[config.mk]
export PLATFORM = sky130hd
export DESIGN_NAME = sram_arbiter
export DESIGN_NICKNAME = d
export VERILOG_FILES = /design/src/rtl/sram_arbiter.sv
export SDC_FILE = /design/constraint.sdc
export NUM_CORES = 1
export LEC_CHECK = 0
export ABC_AREA = 1
export CAP_MARGIN = 30
export CORE_MARGIN = 4
export CORE_UTILIZATION = 30
export CTS_CLUSTER_SIZE = 25
export DETAILED_ROUTE_END_ITERATION = 10
export GPL_TIMING_DRIVEN = 0
export PLACE_DENSITY = 0.68
export SETUP_SLACK_MARGIN = 0.15
export SYNTH_ARGS = -nofsm -noshare
export SYNTH_HDL_FRONTEND = slang
export SYNTH_SLANG_ARGS = --single-unit
export TNS_END_PERCENT = 1
[constraint.sdc]
create_clock -name clk -period 3.1 [get_ports clk]
set_clock_uncertainty 0.1 [all_clocks]
set_input_delay 0.775 -clock clk [delete_from_list [all_inputs] [get_ports clk]]
set_output_delay 0.775 -clock clk [all_outputs]
set_load 0.1 [all_outputs]
[src/rtl/sram_arbiter.sv]
// Two-port arbiter sharing one asynchronous 16-bit SRAM between the debug port and the CPU bus.
// Latency: request sampled in IDLE -> ack in the WAIT+2th cycle after it; one access per WAIT+3 cycles.
// Backpressure: requesters hold req and operands until their one-cycle ack; the loser stays pending.
module sram_arbiter #(
    parameter int WAIT     = 3,
    parameter bit DBG_PRIO = 1'b0
) (
    input  logic        clk,
    input  logic        reset,
    input  logic        d_req,
    input  logic [15:0] d_addr,
    input  logic        d_r,
    input  logic [1:0]  d_w,
    input  logic [15:0] d_wdata,
    output logic [15:0] d_rdata,
    output logic        d_ack,
    input  logic        c_req,
    input  logic [15:0] c_addr,
    input  logic        c_r,
    input  logic [1:0]  c_w,
    input  logic [15:0] c_wdata,
    output logic [15:0] c_rdata,
    output logic        c_ack,
    output logic [17:0] sram_addr,
    output logic [15:0] sram_dq_o,
    output logic        sram_dq_oe,
    input  logic [15:0] sram_dq_i,
    output logic        sram_ce_n,
    output logic        sram_oe_n,
    output logic        sram_we_n,
    output logic        sram_ub_n,
    output logic        sram_lb_n,
    output logic        busy,
    output logic        grant
);

    typedef enum logic [1:0] {IDLE, SETUP, ACCESS, HOLD} state_t;

    state_t      state, state_nxt;
    logic [3:0]  cnt;
    logic        op_rd;
    logic [1:0]  be;
    logic        d_vld, c_vld, pick_d, acc;
    logic        unused_addr_lsb;

    assign d_vld = d_req && (d_r || (d_w != 2'b00));
    assign c_vld = c_req && (c_r || (c_w != 2'b00));
    // grant doubles as last_grant: on a tie the port that did not own the last access wins
    assign pick_d = d_vld && (!c_vld || DBG_PRIO || !grant);
    assign unused_addr_lsb = d_addr[0] ^ c_addr[0];

    always_comb begin
        state_nxt = state;
        case (state)
            IDLE:    if (d_vld || c_vld) state_nxt = SETUP;
            SETUP:   state_nxt = ACCESS;
            ACCESS:  if (cnt == 4'd0) state_nxt = HOLD;
            HOLD:    state_nxt = IDLE;
            default: state_nxt = IDLE;
        endcase
    end

    always_ff @(posedge clk) begin
        if (reset) begin
            state     <= IDLE;
            cnt       <= 4'd0;
            op_rd     <= 1'b0;
            be        <= 2'b00;
            grant     <= 1'b0;
            sram_addr <= 18'd0;
            sram_dq_o <= 16'd0;
            d_rdata   <= 16'd0;
            c_rdata   <= 16'd0;
        end else begin
            state <= state_nxt;
            case (state)
                IDLE: begin
                    if (d_vld || c_vld) begin
                        grant     <= pick_d;
                        op_rd     <= pick_d ? d_r : c_r;
                        be        <= pick_d ? d_w : c_w;
                        sram_addr <= {3'b000, pick_d ? d_addr[15:1] : c_addr[15:1]};
                        if (!(pick_d ? d_r : c_r))
                            sram_dq_o <= pick_d ? d_wdata : c_wdata;
                    end
                end
                SETUP: cnt <= 4'(WAIT - 1);
                ACCESS: begin
                    if (cnt == 4'd0) begin
                        if (op_rd && grant)  d_rdata <= sram_dq_i;
                        if (op_rd && !grant) c_rdata <= sram_dq_i;
                    end else begin
                        cnt <= cnt - 4'd1;
                    end
                end
                default: ;
            endcase
        end
    end

    assign acc        = (state == ACCESS);
    assign busy       = (state != IDLE);
    assign d_ack      = (state == HOLD) && grant;
    assign c_ack      = (state == HOLD) && !grant;
    assign sram_ce_n  = (state == IDLE);
    assign sram_oe_n  = !(acc && op_rd);
    assign sram_we_n  = !(acc && !op_rd);
    assign sram_ub_n  = !(acc && (op_rd || be[1]));
    assign sram_lb_n  = !(acc && (op_rd || be[0]));
    // write data stays on the pad from SETUP through HOLD for address/data hold time
    assign sram_dq_oe = busy && !op_rd;

endmodule

==> impl_metrics.tcl <==
set metrics [dict create \
    average_via_count_per_standard_cell 4.386 \
    routedWlPerCell_um 12.84 \
    max_rail_drop_vdd_mv 0.6361 \
    final.fill_count 1090 \
    worst_hold_slack_ns 0.3684 \
    yosysUniqueCellTypes 25 \
    antenna_found_initial 0 \
    hold_buffers 0 \
    initial_utilization_pct 30.59 \
    cp-startpoint "state[0]" \
    slew_violations 0 \
    clock_sink_count 73 \
    critPathLaunchType "register" \
    post_synthesis_mean_instance_area_um2 6.645 \
    postLayoutCellArea_um2 5281 \
    residual_drc 0 \
    drtAntennaViolNets 0 \
    gr-total-overflow 0 \
    detailroute.via_count 3579 \
    num-nets-final 765 \
    port_buffers 159 \
    synth.top_cells.by_area "sky130_fd_sc_hd__dfxtp_1, sky130_fd_sc_hd__nand2_1, sky130_fd_sc_hd__nor2_1" \
    die-height_um 113.1 \
    met2_length_mm 5.236 \
    max_cap_check_violation_count 0 \
    detailed_place.area_um2 5090 \
    worst_skew_pair.late_latency_ns 0.34 \
    clkTransAtPathRegs_ns 0.08 \
    tritoncts "built" \
    route.top_layer_used "met4" \
    dp_hpwl_mm 8.238 \
    ant_diodes 0 \
    die_area_um2 12800 \
    area.growth.synth_to_final_pct 59.28 \
    worst_hold_startpoint "sram_addr[4]" \
    hold_viol_final 0 \
    numCtsBuffers 9 \
    critPathArrivalTime_ns 2.04 \
    synth_area_leader_cell "sky130_fd_sc_hd__dfxtp_1" \
    wire_length_of_the_first_global_routing_pass_mm 16.85 \
    worstPathMaxFanout 10 \
    detailedRoute.firstPassIterationCount 4 \
    core_region_area_um2 10840 \
    period_needed_ns 2.911 \
    worst_r2r_endpoint "d_rdata[4]" \
    met1Wirelength_mm 4.448 \
    pwr_density_cell_nw_per_um2 847.4 \
    pin_count 166 \
    cell_leakage_power_nw 2.329 \
    total_routing_resource_utilization_after_global_routing_pct 16.31 \
    depth_of_the_worst_register_to_register_path 8 \
    hold_path_end "sram_addr[4]" \
    post_synth_instance_area_um2 3316 \
    ys_seq_area_share_pct 44.08 \
    final-setup-viol-count 0 \
    clock_tree.buffer_depth 2 \
    layout-drive-gt1-share_pct 7.544 \
    rsz0062_at_grt "true" \
    synth.yosys.warnings 0 \
    holdCritPathClass "register to register" \
    worstPathRequired_ns 2.22 \
    cts-root-buf "sky130_fd_sc_hd__clkbuf_8" \
    met3WireLength_um 694 \
    criticalPathCategory "register to primary output" \
    layout.core_utilization_pct 48.72 \
    chipWidth_um 113.1 \
    fp_rows 38 \
    holdPathStages 2 \
    drt-total-wl_mm 10.48 \
    post_synth_inst_count 499 \
    regToRegSetupSlack_ns 1.19 \
    timing.final.crit_share_pct 93.89 \
    tightest_slew_margin_relative_to_the_limit_pct 32.09 \
    grt_pass1_vias 3555 \
    transition_time_of_the_tightest_slew_check_pin_ns 1.016 \
    regToRegStartpoint "cnt[0]" \
    detailedRoute.firstIterationViolations 197 \
    critical_path.endpoint_type "primary output" \
    place.gp.congestion 0.7753 \
    clock.fmax_mhz 343.6 \
    outcome "completed" \
    synth_top_area_share_pct 44.08 \
    cts.htree.levels 3 \
    grt_max_degree 15 \
    postSynthRegisterBits 73 \
]
[kinds of logic after synthesis]
logic type / Yosys count / share of synthesized area, %
other: 1 / 0.1131
adders and majority gates: 4 / 1.509
buffers and inverters: 62 / 9.056
AOI/OAI and AO/OA: 67 / 10.57
DFF: 73 / 44.08
and+or+nand+nor: 291 / 34.41
xor gates and xnor gates: 1 / 0.2642
[placed cells by master (no fill, tap or decap)]
master,count
sky130_fd_sc_hd__nand2_1,179
sky130_fd_sc_hd__clkdlybuf4s50_1,149
sky130_fd_sc_hd__nor2_1,103
sky130_fd_sc_hd__dfxtp_1,73
sky130_fd_sc_hd__o21ai_0,41
sky130_fd_sc_hd__inv_1,29
sky130_fd_sc_hd__a21oi_1,22
sky130_fd_sc_hd__buf_4,10
sky130_fd_sc_hd__clkbuf_8,9
sky130_fd_sc_hd__clkbuf_1,8
sky130_fd_sc_hd__buf_2,6
sky130_fd_sc_hd__dlygate4sd2_1,6
sky130_fd_sc_hd__inv_2,5
sky130_fd_sc_hd__ha_1,4
sky130_fd_sc_hd__buf_6,3
sky130_fd_sc_hd__conb_1,3
sky130_fd_sc_hd__inv_6,3
sky130_fd_sc_hd__nand3_2,2
sky130_fd_sc_hd__a21oi_2,2
sky130_fd_sc_hd__nand3_1,2
sky130_fd_sc_hd__clkdlybuf4s15_2,2
sky130_fd_sc_hd__a21boi_2,1
sky130_fd_sc_hd__nand2_4,1
sky130_fd_sc_hd__nor3_4,1
sky130_fd_sc_hd__nand4_2,1
sky130_fd_sc_hd__clkinv_1,1
sky130_fd_sc_hd__nor3_1,1
sky130_fd_sc_hd__nor3b_1,1
sky130_fd_sc_hd__xor2_1,1
sky130_fd_sc_hd__a31oi_1,1
sky130_fd_sc_hd__clkinvlp_4,1
sky130_fd_sc_hd__clkinv_4,1
sky130_fd_sc_hd__clkinv_2,1
sky130_fd_sc_hd__bufinv_16,1
sky130_fd_sc_hd__clkbuf_2,1
sky130_fd_sc_hd__clkdlybuf4s15_1,1
[registers in the layout, summed over array words and instances, names as in the netlist]
name       count
c_rdata       16
sram_dq_o     16
sram_addr     15
op_rd          1
d_rdata       16
grant          1
cnt            4
be             2
state          2
[report_power, final]
part	switching (W)	internal (W)	leakage [nW]
registers	0.000110	0.00111	0.595
logic	0.00186	0.000636	1.63
clock network	0.000386	0.000380	0.101
[critical path, stage by stage, from the launching register on]
cell	delay, ns
sky130_fd_sc_hd__dfxtp_1	0.34
sky130_fd_sc_hd__inv_1	0.08
sky130_fd_sc_hd__ha_1	0.19
sky130_fd_sc_hd__buf_4	0.16
sky130_fd_sc_hd__nand2_1	0.07
sky130_fd_sc_hd__clkdlybuf4s15_1	0.84
[synthesized netlist by cell type]
| library cell | instances |
|---|---|
| sky130_fd_sc_hd__nor3b_1 | 1 |
| sky130_fd_sc_hd__clkbuf_1 | 8 |
| sky130_fd_sc_hd__buf_2 | 6 |
| sky130_fd_sc_hd__nand3_1 | 2 |
| sky130_fd_sc_hd__buf_4 | 10 |
| sky130_fd_sc_hd__xor2_1 | 1 |
| sky130_fd_sc_hd__nand2_4 | 1 |
| sky130_fd_sc_hd__conb_1 | 1 |
| sky130_fd_sc_hd__nor3_1 | 1 |
| sky130_fd_sc_hd__nor3_4 | 1 |
| sky130_fd_sc_hd__nand4_2 | 1 |
| sky130_fd_sc_hd__nor2_1 | 103 |
| sky130_fd_sc_hd__inv_1 | 29 |
| sky130_fd_sc_hd__o21ai_0 | 41 |
| sky130_fd_sc_hd__a31oi_1 | 1 |
| sky130_fd_sc_hd__nand2_1 | 179 |
| sky130_fd_sc_hd__a21oi_2 | 2 |
| sky130_fd_sc_hd__clkinv_1 | 1 |
| sky130_fd_sc_hd__buf_6 | 3 |
| sky130_fd_sc_hd__a21boi_2 | 1 |
| sky130_fd_sc_hd__a21oi_1 | 22 |
| sky130_fd_sc_hd__inv_2 | 5 |
| sky130_fd_sc_hd__dfxtp_1 | 73 |
| sky130_fd_sc_hd__nand3_2 | 2 |
| sky130_fd_sc_hd__ha_1 | 4 |
[through the flow]
| stage | TNS, ns | setup WS, ns | total power [W] | instances |
|---|---|---|---|---|
| after detailed placement | 0 | 0.1810 | 0.003774 | 800 |
| final | 0 | 0.1894 | 0.004475 | 816 |
| after floorplan | -0.6057 | -0.2269 | 0.003132 | 501 |
| after global routing | 0 | 0.09640 | 0.004732 | 816 |
| after global placement | 0 | 0.2377 | 0.003734 | 800 |
| after CTS | 0 | 0.1052 | 0.004524 | 816 |
[how the worst max path moves through the flow]
stage           endpoint  depth (start not counted)
2_1_floorplan  sram_lb_n                          1
3_3_place_gp   sram_ub_n                          5
3_5_place_dp   sram_ub_n                          5
4_1_cts        sram_ub_n                          5
5_1_grt        sram_we_n                          5
6_report       sram_we_n                          5
[cell type report]
cell class                 instances  area, µm²  area share (%)
tap                              140      175.2           3.317
timing repair buffer             159       1582           29.95
inverter                          35      131.4           2.488
clock buffer                       9      123.9           2.345
multi-input combinational        366       1562           29.57
buffer                            27      168.9           3.198
sequential                        73       1461           27.67
clock inverter                     7      77.57           1.469
[repair_timing]
item	4_1_cts	5_1_grt
setup endpoints to repair	10	4
buffers inserted	0	0
gates resized for setup	17	2
[metal layers]
layer	vias up	track usage (%)
met1	1597	18.75
met4	0	4.968
met5	-	0
li1	1872	-
met2	102	29.15
met3	8	4.759
(Power assumes the default switching activity.)
